==> src/rtl/spi_pkg.sv <==
// rtl/spi_pkg.sv - shared frame constants, register map and state type for the SPI controller
package spi_pkg;

    localparam int FRAME_LEN = 16;
    localparam logic RW_WRITE = 1'b1;

    localparam logic [6:0] ADDR_EN_OUT_7_0  = 7'h00;
    localparam logic [6:0] ADDR_EN_OUT_15_8 = 7'h01;
    localparam logic [6:0] ADDR_EN_PWM_7_0  = 7'h02;
    localparam logic [6:0] ADDR_EN_PWM_15_8 = 7'h03;
    localparam logic [6:0] ADDR_PWM_DUTY    = 7'h04;

    typedef enum logic [2:0] {
        IDLE,
        SETUP,
        SHIFT,
        HOLD,
        GAP
    } state_t;

    function automatic int max4(input int a, input int b, input int c, input int d);
        int m;
        m = a;
        if (b > m) m = b;
        if (c > m) m = c;
        if (d > m) m = d;
        return m;
    endfunction

endpackage

==> src/rtl/spi_controller_tick_gen.sv <==
// rtl/spi_controller_tick_gen.sv - loadable down-counter; expire is high on the last cycle of a loaded interval
module spi_tick_gen #(
    parameter int W = 4
) (
    input  logic         clk,
    input  logic         rst,
    input  logic         load,
    input  logic [W-1:0] load_val,
    output logic         expire
);

    logic [W-1:0] count;

    // Loading N makes expire fire on the N-th cycle after the load edge.
    always_ff @(posedge clk) begin
        if (rst) begin
            count <= '0;
        end else if (load) begin
            count <= load_val;
        end else if (count != '0) begin
            count <= count - W'(1);
        end
    end

    assign expire = (count == W'(1));

endmodule

==> src/rtl/spi_controller.sv <==
// rtl/spi_controller.sv - mode-0 SPI initiator serialising {rw, addr, data} as a 16-bit MSB-first frame
module spi_controller
    import spi_pkg::*;
#(
    parameter int CLK_DIV  = 5,
    parameter int CS_SETUP = 5,
    parameter int CS_HOLD  = 5,
    parameter int CS_GAP   = 10
) (
    input  logic       clk,
    input  logic       rst,
    input  logic       req_valid,
    output logic       req_ready,
    input  logic       req_rw,
    input  logic [6:0] req_addr,
    input  logic [7:0] req_data,
    output logic       busy,
    output logic       done,
    output logic       nCS,
    output logic       SCLK,
    output logic       COPI
);

    localparam int CNT_W = $clog2(max4(CLK_DIV, CS_SETUP, CS_HOLD, CS_GAP) + 1);

    state_t                 state;
    logic [FRAME_LEN-1:0]   shreg;
    logic [3:0]             bit_cnt;
    logic                   load;
    logic [CNT_W-1:0]       load_val;
    logic                   expire;

    assign req_ready = (state == IDLE) && !rst;

    spi_tick_gen #(
        .W(CNT_W)
    ) u_tick (
        .clk      (clk),
        .rst      (rst),
        .load     (load),
        .load_val (load_val),
        .expire   (expire)
    );

    // Every state exit reloads the timer with the length of the phase being entered.
    always_comb begin
        load     = 1'b0;
        load_val = '0;
        case (state)
            IDLE: begin
                if (req_valid && req_ready) begin
                    load     = 1'b1;
                    load_val = CNT_W'(CS_SETUP);
                end
            end
            SETUP: begin
                if (expire) begin
                    load     = 1'b1;
                    load_val = CNT_W'(CLK_DIV);
                end
            end
            SHIFT: begin
                if (expire) begin
                    load     = 1'b1;
                    load_val = (!SCLK && bit_cnt == 4'd0) ? CNT_W'(CS_HOLD) : CNT_W'(CLK_DIV);
                end
            end
            HOLD: begin
                if (expire) begin
                    load     = 1'b1;
                    load_val = CNT_W'(CS_GAP);
                end
            end
            default: begin
                load     = 1'b0;
                load_val = '0;
            end
        endcase
    end

    always_ff @(posedge clk) begin
        if (rst) begin
            state   <= IDLE;
            nCS     <= 1'b1;
            SCLK    <= 1'b0;
            COPI    <= 1'b0;
            busy    <= 1'b0;
            done    <= 1'b0;
            shreg   <= '0;
            bit_cnt <= '0;
        end else begin
            done <= 1'b0;
            case (state)
                IDLE: begin
                    if (req_valid && req_ready) begin
                        shreg   <= {req_rw, req_addr, req_data};
                        COPI    <= req_rw;
                        nCS     <= 1'b0;
                        SCLK    <= 1'b0;
                        busy    <= 1'b1;
                        bit_cnt <= 4'd15;
                        state   <= SETUP;
                    end
                end
                SETUP: begin
                    if (expire) begin
                        SCLK  <= 1'b1;
                        state <= SHIFT;
                    end
                end
                SHIFT: begin
                    if (expire) begin
                        if (SCLK) begin
                            // Rotating keeps shreg[FRAME_LEN-1] holding the bit currently on COPI.
                            SCLK  <= 1'b0;
                            shreg <= {shreg[FRAME_LEN-2:0], shreg[FRAME_LEN-1]};
                            COPI  <= shreg[FRAME_LEN-2];
                        end else if (bit_cnt == 4'd0) begin
                            state <= HOLD;
                        end else begin
                            bit_cnt <= bit_cnt - 4'd1;
                            SCLK    <= 1'b1;
                        end
                    end
                end
                HOLD: begin
                    if (expire) begin
                        nCS   <= 1'b1;
                        done  <= 1'b1;
                        COPI  <= 1'b0;
                        state <= GAP;
                    end
                end
                GAP: begin
                    if (expire) begin
                        busy  <= 1'b0;
                        state <= IDLE;
                    end
                end
                default: state <= IDLE;
            endcase
        end
    end

endmodule

==> config.mk <==
export PLATFORM = sky130hd
export DESIGN_NAME = spi_controller
export DESIGN_NICKNAME = d
export VERILOG_FILES = /design/src/rtl/spi_pkg.sv /design/src/rtl/spi_controller_tick_gen.sv /design/src/rtl/spi_controller.sv
export SDC_FILE = /design/constraint.sdc
export NUM_CORES = 1
export LEC_CHECK = 0
export CAP_MARGIN = 30
export CORE_MARGIN = 5
export CORE_UTILIZATION = 49
export DETAILED_ROUTE_END_ITERATION = 16
export GPL_TIMING_DRIVEN = 0
export PLACE_DENSITY_LB_ADDON = 0.25
export SKIP_CTS_REPAIR_TIMING = 1
export SLEW_MARGIN = 20
export SYNTH_ARGS = -nofsm -noshare
export SYNTH_HDL_FRONTEND = slang
export SYNTH_HIERARCHICAL = 1
export SYNTH_SLANG_ARGS = --single-unit
export TNS_END_PERCENT = 20
==> constraint.sdc <==
create_clock -name clk -period 1.7 [get_ports clk]
set_input_delay 0.255 -clock clk [delete_from_list [all_inputs] [get_ports clk]]
set_output_delay 0.255 -clock clk [all_outputs]
set_load 0.05 [all_outputs]
==> results of run 1 <==
state kept, by name (all words and copies together), names as in the netlist:
name	flops
shreg	16
bit_cnt	4
COPI	1
SCLK	1
busy	1
done	1
u_tick/count	4
state	3
nCS	1
worst max path at each step:
| stage | slack [ps] | depth (start not counted) | end |
|---|---|---|---|
| floorplan | 10 | 5 | bit_cnt[3]$_SDFFE_PP0P_ |
| global placement | -800 | 4 | req_ready |
| detailed placement | -830 | 4 | req_ready |
| CTS | -830 | 4 | req_ready |
| global route | -110 | 4 | req_ready |
| finish | -40 | 4 | req_ready |
critical path, stage by stage, from the launching register on:
cell and delay (ps):
dfxtp_1 340, buf_6 150, buf_2 190, nor4_4 280, buf_6 190
final cells by class:
cell class	instances	share of cell area, %
repair buffers	36	16.3
clock buffers	7	2.67
flip-flops and latches	32	26.4
plain buffers	13	4.84
well taps	46	2.37
multi-input cells	141	46.6
inverters	5	0.874
routing by layer:
metal	routed length (µm)	GRT usage (%)
met1	1930	20.4
met2	2200	28.2
met3	219	6.31
met4	31	8.30
met5	0	0
synth_stat cells (all sizes together):
library cell and number:
dfxtp 32, nor2 25, a211oi 20, mux2i 15, a21oi 14, nand2 11
buf 7, o21ai 7, clkbuf 6, nand2b 6, inv 5, ha 4
nand3b 4, nor3 4, nor3b 3, or2 3, a211o 2, nor2b 2
o22ai 2, or3b 2, or4 2, xnor2 2, a2bb2oi 1, a31o 1
a31oi 1, mux2 1, nand3 1, nand4bb 1, nor4 1, nor4bb 1
o211ai 1, o21bai 1, o31ai 1, or3 1, or4b 1
power groups by stage:
stage | Clock, mW | Sequential, mW | Combinational (mW)
after floorplan | 0 | 0.983 | 0.629
after global placement | 0 | 0.956 | 0.813
after detailed placement | 0 | 0.965 | 0.855
after CTS | 0.501 | 0.948 | 0.865
after global routing | 0.532 | 0.987 | 1.14
final | 0.490 | 0.975 | 1.05
stage by stage:
stage	TNS, ps	std cells	total power, mW	setup slack (ps)	utilization (%)
final	-68.9	280	2.51	-44.8	71.2
after global routing	-906	280	2.66	-107	71.2
after CTS	-6980	268	2.31	-829	63.1
after detailed placement	-15990	261	1.82	-826	61.2
after global placement	-14580	261	1.77	-797	61.2
after floorplan	0	191	1.61	10.7	-
cells by family after synthesis:
kind of cell | synth area share, %
AO/OA/AOI/OAI | 23.8
XOR/XNOR | 0.990
adder cells (fa/ha/maj) | 2.83
buffers and inverters | 6.22
flip-flops | 36.2
multiplexers | 9.12
AND/OR/NAND/NOR | 20.9
==> results.sh, run 1 <==
export IMPL_combPwrFrac_pct=41.6
export IMPL_ant_nets=0
export IMPL_min_from="rst"
export IMPL_hpwl_um=2850
export IMPL_grt_pass1_wl_um=6960
export IMPL_p_switching_uw=893
export IMPL_cap_violations=0
export IMPL_ys_top_cells_by_area="dfxtp_1 (36%), a211oi_2 (9.9%), mux2i_1 (8.5%)"
export IMPL_die_h_um=70.1
export IMPL_synth_top_area_share_pct=36.2
export IMPL_startpoint="state[1]$_SDFFE_PP0P_"
export IMPL_core_area_um2=3420
export IMPL_final_nets=257
export IMPL_clock_skew_ps=3.16
export IMPL_p_leak_nw=0.919
export IMPL_relSlewSlack_pct=53.1
export IMPL_fillers=231
export IMPL_r2r_start="u_tick/count[0]$_SDFFE_PP0P_"
export IMPL_setup_ws_ps=-44.8
export IMPL_final_common_cell="dfxtp_1"
export IMPL_r2r_slack_ps=0
export IMPL_die_area_um2=4910
export IMPL_overflow=0
export IMPL_syn_area_um2=1770
export IMPL_layout_drive_gt1_share_pct=32.9
export IMPL_cts_clk_slew_worst_paths_ps=90
export IMPL_clockBufferDepth=2
export IMPL_vias=1588
export IMPL_vias_per_cell=5.67
export IMPL_finalCritPeriodShare_pct=103
export IMPL_min_to="u_tick/count[3]$_SDFFE_PP0P_"
export IMPL_port_buffers=24
export IMPL_fp_dieW_um=70.1
export IMPL_worst_ir_drop_vdd_mv=0.638
export IMPL_drtPass1Iterations=4
export IMPL_h_tree_depth=2
export IMPL_fin_crit_ps=1740
export IMPL_clockPowerShare_pct=19.5
export IMPL_rr_worst_depth=7
export IMPL_synth_distinct_cells=43
export IMPL_routedWlPerCell_um=15.6
export IMPL_worstPathRequired_ps=1440
export IMPL_start_kind="flop"
export IMPL_synth_cells=191
export IMPL_ys_seq_elements=32
export IMPL_path_class="reg -> out"
export IMPL_seqPwrFrac_pct=38.8
export IMPL_syn2layout_area_growth_pct=37.5
export IMPL_drt_initial_drc_count=69
export IMPL_antenna_found_initial=0
export IMPL_syn_num_nets=214
export IMPL_hold_path_class="in -> reg"
export IMPL_diodes=0
export IMPL_multi_input_area_um2=1130
export IMPL_swShare_pct=35.6
export IMPL_finalHoldViolations=0
export IMPL_critPathMaxFanout=10
export IMPL_rows=21
export IMPL_cp_end_kind="output port"
export IMPL_clk_latency_ps=330
export IMPL_cts_sinks=32
export IMPL_rsz0062_at_grt="yes"
export IMPL_setup_violations=4
export IMPL_yosysTopAreaCell="dfxtp_1"
export IMPL_yosysSeqAreaShare_pct=36.2
export IMPL_wirelength_um=4380
export IMPL_reg2reg_to="COPI$_SDFFE_PP0P_"
export IMPL_layout_common_cells="dfxtp_1 (30), nor2_1 (21), clkdlybuf4s50_1 (17), a211oi_2 (16), mux2i_1 (15)"
export IMPL_status="finished, violations left"
export IMPL_grtUsageTotal_pct=17.5
export IMPL_ff_latch_area_um2=643
export IMPL_p_int_mw=1.62
export IMPL_gp_congestion=0.783
export IMPL_grt_pass1_vias=1556
export IMPL_synth_area_per_cell_um2=9.26
export IMPL_yosysWarnings=6
export IMPL_violations="negative setup slack"
export IMPL_timing_fmax_mhz=573
export IMPL_whs_path_depth=2
export IMPL_place_area_um2=2090
export IMPL_hold_ws_ps=355
export IMPL_worstMarginPinSlew_ps=704
export IMPL_grt_max_degree=13
export IMPL_start_util_pct=51.8
export IMPL_cts_tree="done"
export IMPL_drcViolationCount=0
export IMPL_cts_root_buf="clkbuf_4"
export IMPL_cp_arrival_ps=1490
export IMPL_cts_made_buffers=5
export IMPL_design_area_um2=2430
export IMPL_slew_violations=0
export IMPL_ios=25
export IMPL_power_density_nw_per_um2=1030
Power figures use the tool's default switching activity.
==> run 2, diff against run 1 <==
CORE_ASPECT_RATIO = 1.2   (was default)
SLEW_MARGIN = default   (was 20)
==> results.sh, run 2 (same netlist as run 1, synthesis figures left out) <==
export IMPL_vias_per_cell=5.74
export IMPL_ant_nets=0
export IMPL_slew_violations=0
export IMPL_diodes=0
export IMPL_setup_violations=12
export IMPL_h_tree_depth=2
export IMPL_cts_sinks=32
export IMPL_clk_latency_ps=280
export IMPL_regMostFlops="shreg"
export IMPL_violations="negative setup slack"
export IMPL_grt_pass1_wl_um=6510
export IMPL_reg_top3="shreg (16), bit_cnt (4), u_tick/count (4)"
export IMPL_worst_ir_drop_vdd_mv=0.850
export IMPL_vias=1573
export IMPL_crit_path_cell_trace="inv_1 > ha_1 > nor3b_1 > mux2_2 > o22ai_1"
export IMPL_cts_made_buffers=5
export IMPL_grtUsageTotal_pct=16.8
export IMPL_cts_root_buf="clkbuf_8"
export IMPL_die_area_um2=4920
export IMPL_port_buffers=24
export IMPL_cp_end_kind="flop"
export IMPL_hold_path_class="in -> reg"
export IMPL_rows=24
export IMPL_ios=25
export IMPL_cts_tree="done"
export IMPL_grt_pass1_vias=1505
export IMPL_rsz0062_at_grt="yes"
export IMPL_largest_reg_flops=16
export IMPL_utilization_pct=67.2
export IMPL_layout_drive_gt1_share_pct=33.2
export IMPL_path_class="reg -> reg"
export IMPL_worstMarginPinSlew_ps=595
export IMPL_status="finished, violations left"
export IMPL_power_density_nw_per_um2=1110
export IMPL_core_area_um2=3570
export IMPL_die_h_um=75.8
export IMPL_antenna_found_initial=0
export IMPL_final_nets=258
export IMPL_worstPathRequired_ps=1900
export IMPL_hpwl_um=2830
export IMPL_clock_skew_ps=4.64
export IMPL_fp_dieW_um=64.9
export IMPL_routedWlPerCell_um=15.7
export IMPL_timing_fmax_mhz=574
export IMPL_start_kind="flop"
export IMPL_relSlewSlack_pct=60.3
export IMPL_slowest_delay_ps=470
export IMPL_finalHoldViolations=0
export IMPL_cap_violations=0
export IMPL_final_common_cell="dfxtp_1"
export IMPL_cp_arrival_ps=1950
export IMPL_layout_common_cells="dfxtp_1 (30), nor2_1 (18), clkdlybuf4s50_1 (17), mux2i_1 (15), a211oi_2 (14)"
export IMPL_place_ws_ps=-822
export IMPL_grt_max_degree=13
export IMPL_finalCritPeriodShare_pct=103
export IMPL_gp_congestion=0.756
export IMPL_finalPower_mw=2.65
export IMPL_syn2layout_area_growth_pct=35.6
export IMPL_start_util_pct=49.5
export IMPL_critPathMaxFanout=4
export IMPL_wirelength_um=4290
export IMPL_overflow=0
export IMPL_cts_clk_slew_worst_paths_ps=70
export IMPL_drt_initial_drc_count=75
export IMPL_fin_crit_ps=1740
export IMPL_p_leak_nw=0.911
export IMPL_drcViolationCount=0
export IMPL_cp_slowest_cell="nor3b_1"
export IMPL_setup_ws_ps=-42.8
export IMPL_drtPass1Iterations=4
export IMPL_clockBufferDepth=2
[run 2: layout make-up]
cell class                 instances  area (µm²)
tap                               39        48.8
clock buffer                       7        96.3
inverter                           5        21.3
buffer                            13         108
sequential                        32         646
timing repair buffer              37         359
fill                             280        1170
multi-input combinational        141        1120
[run 2: final timing paths]
path / from / endpoint / slack (ps) / depth (start not counted)
max: u_tick/count[0]$_SDFFE_PP0P_ / u_tick/count[1]$_SDFFE_PP0P_ / -40 / 5
min reg2reg: COPI$_SDFFE_PP0P_ / COPI$_SDFFE_PP0P_ / 470 / 2
min: rst / u_tick/count[3]$_SDFFE_PP0P_ / 410 / 2
max reg2reg: u_tick/count[0]$_SDFFE_PP0P_ / u_tick/count[1]$_SDFFE_PP0P_ / -40 / 5
[run 2: per-stage QoR]
step	hold slack, ps	TNS (ps)	cells	area (µm²)
after global placement	463	-14480	254	2080
after detailed placement	466	-15990	254	2080
final	406	-193	274	2400
after CTS	479	-8180	261	2180
after floorplan	317	0	191	1790
after global routing	415	-2120	274	2400
[run 2: routing by layer]
layer  part of all wire, %  wire length [µm]  track usage (%)  vias up
met5                     0                 0                0        -
met3                   5.5               238             4.13        9
met2                    51              2200             31.1       50
met1                    41              1780             18.7      739
met4                   1.8                76             6.10        0
li1                      -                 -                -      775
[run 2: worst max-delay path, delay by kind of cell (launching register included)]
family,cells,cell delay (ps)
and+or+nand+nor,1,470
muxes,1,400
AOI/OAI and AO/OA,1,130
DFF,1,350
buffers and inverters,1,130
adders and majority gates,1,180
[run 2: where the power goes]
part	total, mW	internal [mW]	leakage, nW	switching (mW)
registers	0.976	0.866	0.265	0.109
logic	1.04	0.524	0.596	0.517
clock network	0.635	0.360	0.0503	0.275
==> run 3, diff against run 2 <==
REMOVE_ABC_BUFFERS = 1   (was default)
==> results.sh, run 3 (same netlist as run 1, synthesis figures left out) <==
export IMPL_reg_top3="shreg (16), bit_cnt (4), u_tick/count (4)"
export IMPL_overflow=0
export IMPL_cp_end_kind="flop"
export IMPL_clk_latency_ps=290
export IMPL_cp_arrival_ps=1890
export IMPL_die_area_um2=4920
export IMPL_rsz0062_at_grt="yes"
export IMPL_fp_dieW_um=64.9
export IMPL_rr_worst_depth=9
export IMPL_utilization_pct=65.9
export IMPL_finalHoldViolations=0
export IMPL_worstMarginPinSlew_ps=817
export IMPL_status="finished, violations left"
export IMPL_gp_congestion=0.708
export IMPL_min_to="nCS$_SDFFE_PP1P_"
export IMPL_cts_clk_slew_worst_paths_ps=70
export IMPL_final_common_cell="dfxtp_1"
export IMPL_grt_pass1_vias=1489
export IMPL_ant_nets=0
export IMPL_reg2reg_to="shreg[4]$_SDFFE_PP0P_"
export IMPL_hold_path_class="reg -> reg"
export IMPL_vias_per_cell=5.79
export IMPL_drtPass1Iterations=4
export IMPL_syn2layout_area_growth_pct=33.1
export IMPL_core_area_um2=3570
export IMPL_multi_input_area_um2=1100
export IMPL_cts_made_buffers=5
export IMPL_cts_root_buf="clkbuf_8"
export IMPL_place_ws_ps=-1190
export IMPL_cts_tree="done"
export IMPL_whs_path_depth=2
export IMPL_clockBufferDepth=2
export IMPL_routedWlPerCell_um=16.0
export IMPL_setup_ws_ps=-47.0
export IMPL_grtUsageTotal_pct=16.5
export IMPL_port_buffers=24
export IMPL_hold_ws_ps=463
export IMPL_r2r_start="u_tick/count[1]$_SDFFE_PP0P_"
export IMPL_hpwl_um=2440
export IMPL_dp_cells=241
export IMPL_power_density_nw_per_um2=1170
export IMPL_layout_drive_gt1_share_pct=27.8
export IMPL_clock_skew_ps=3.26
export IMPL_die_h_um=75.8
export IMPL_worst_ir_drop_vdd_mv=0.754
export IMPL_cap_violations=0
export IMPL_fillers=315
export IMPL_layout_common_cells="dfxtp_1 (28), nor2_1 (24), clkdlybuf4s50_1 (18), mux2i_1 (15), a211oi_2 (14)"
export IMPL_worstPathRequired_ps=1840
export IMPL_drcViolationCount=0
export IMPL_cts_sinks=32
export IMPL_finalPower_mw=2.75
export IMPL_rows=24
export IMPL_antenna_found_initial=0
export IMPL_finalCritPeriodShare_pct=103
export IMPL_final_nets=245
export IMPL_largest_reg_flops=16
export IMPL_grt_max_degree=40
export IMPL_violations="negative setup slack"
export IMPL_fin_crit_ps=1750
export IMPL_critPathMaxFanout=7
export IMPL_drt_initial_drc_count=55
export IMPL_path_class="reg -> reg"
export IMPL_vias=1516
export IMPL_start_util_pct=49.5
export IMPL_grt_pass1_wl_um=6290
export IMPL_slew_violations=0
export IMPL_setup_violations=19
export IMPL_h_tree_depth=2
export IMPL_wirelength_um=4210
export IMPL_min_from="nCS$_SDFFE_PP1P_"
export IMPL_start_kind="flop"
export IMPL_relSlewSlack_pct=45.6
export IMPL_timing_fmax_mhz=572
export IMPL_regMostFlops="shreg"
export IMPL_r2r_slack_ps=-50
export IMPL_p_leak_nw=0.850
export IMPL_diodes=0
export IMPL_ios=25
export IMPL_ff_latch_area_um2=648
export IMPL_stdcell_count=262
==> run 3: changes by cell type in the layout (fill, tap and decap cells not counted), sizes merged <==
cell | before | now
clkdlybuf4s50 | 17 | 18
clkbuf | 11 | 10
dlymetal6s2s | 6 | 4
buf | 23 | 11
bufinv | 0 | 1
a21oi | 14 | 15
==> run 3: through the flow <==
step | area (µm²) | setup TNS, ps
finish | 2350 | -492
global route | 2350 | -2860
CTS | 2090 | -29600
detailed placement | 1960 | -28360
global placement | 1970 | -42210
floorplan | 1680 | -14570
==> run 3: power breakdown <==
group	leakage, nW	switching, mW	internal, mW
logic	0.520	0.467	0.472
registers	0.265	0.133	0.865
clock network	0.0645	0.290	0.517
total	0.850	0.891	1.85
==> run 3: per-layer routing <==
metal  up-vias  GRT usage, %  share of wire, %
li1        754             -                 -
met1       725          17.7                41
met2        29          28.7                53
met3         8          6.64               4.4
met4         0          7.28               1.5
met5         -             0                 0
==> run 3: critical path: stages, from the launching register on <==
cell and delay, ps:
dfxtp_2 320, inv_2 80, ha_4 120, nor3b_4 210, buf_6 160, nand3_4 90
buf_6 160, a21oi_4 200, clkbuf_16 190, a211oi_2 60
==> run 3: area by class of cell <==
class	instances	area share (%)
clock buffers	7	4.09
clock inverters	1	1.28
inverters	5	0.797
multi-input cells	142	46.9
flip-flops and latches	32	27.5
well taps	39	2.07
repair buffers	36	17.3
==> run 3: worst max-delay path by stage <==
stage	from	end	slack [ps]	depth (start not counted)
after floorplan	u_tick/count[1]$_SDFFE_PP0P_	shreg[0]$_SDFFE_PP0P_	-690	7
after global placement	rst	shreg[13]$_SDFFE_PP0P_	-1670	5
after detailed placement	u_tick/count[1]$_SDFFE_PP0P_	shreg[11]$_SDFFE_PP0P_	-1190	7
after CTS	u_tick/count[1]$_SDFFE_PP0P_	shreg[11]$_SDFFE_PP0P_	-1210	7
after global routing	u_tick/count[1]$_SDFFE_PP0P_	u_tick/count[1]$_SDFFE_PP0P_	-180	6
final	u_tick/count[1]$_SDFFE_PP0P_	shreg[4]$_SDFFE_PP0P_	-50	9
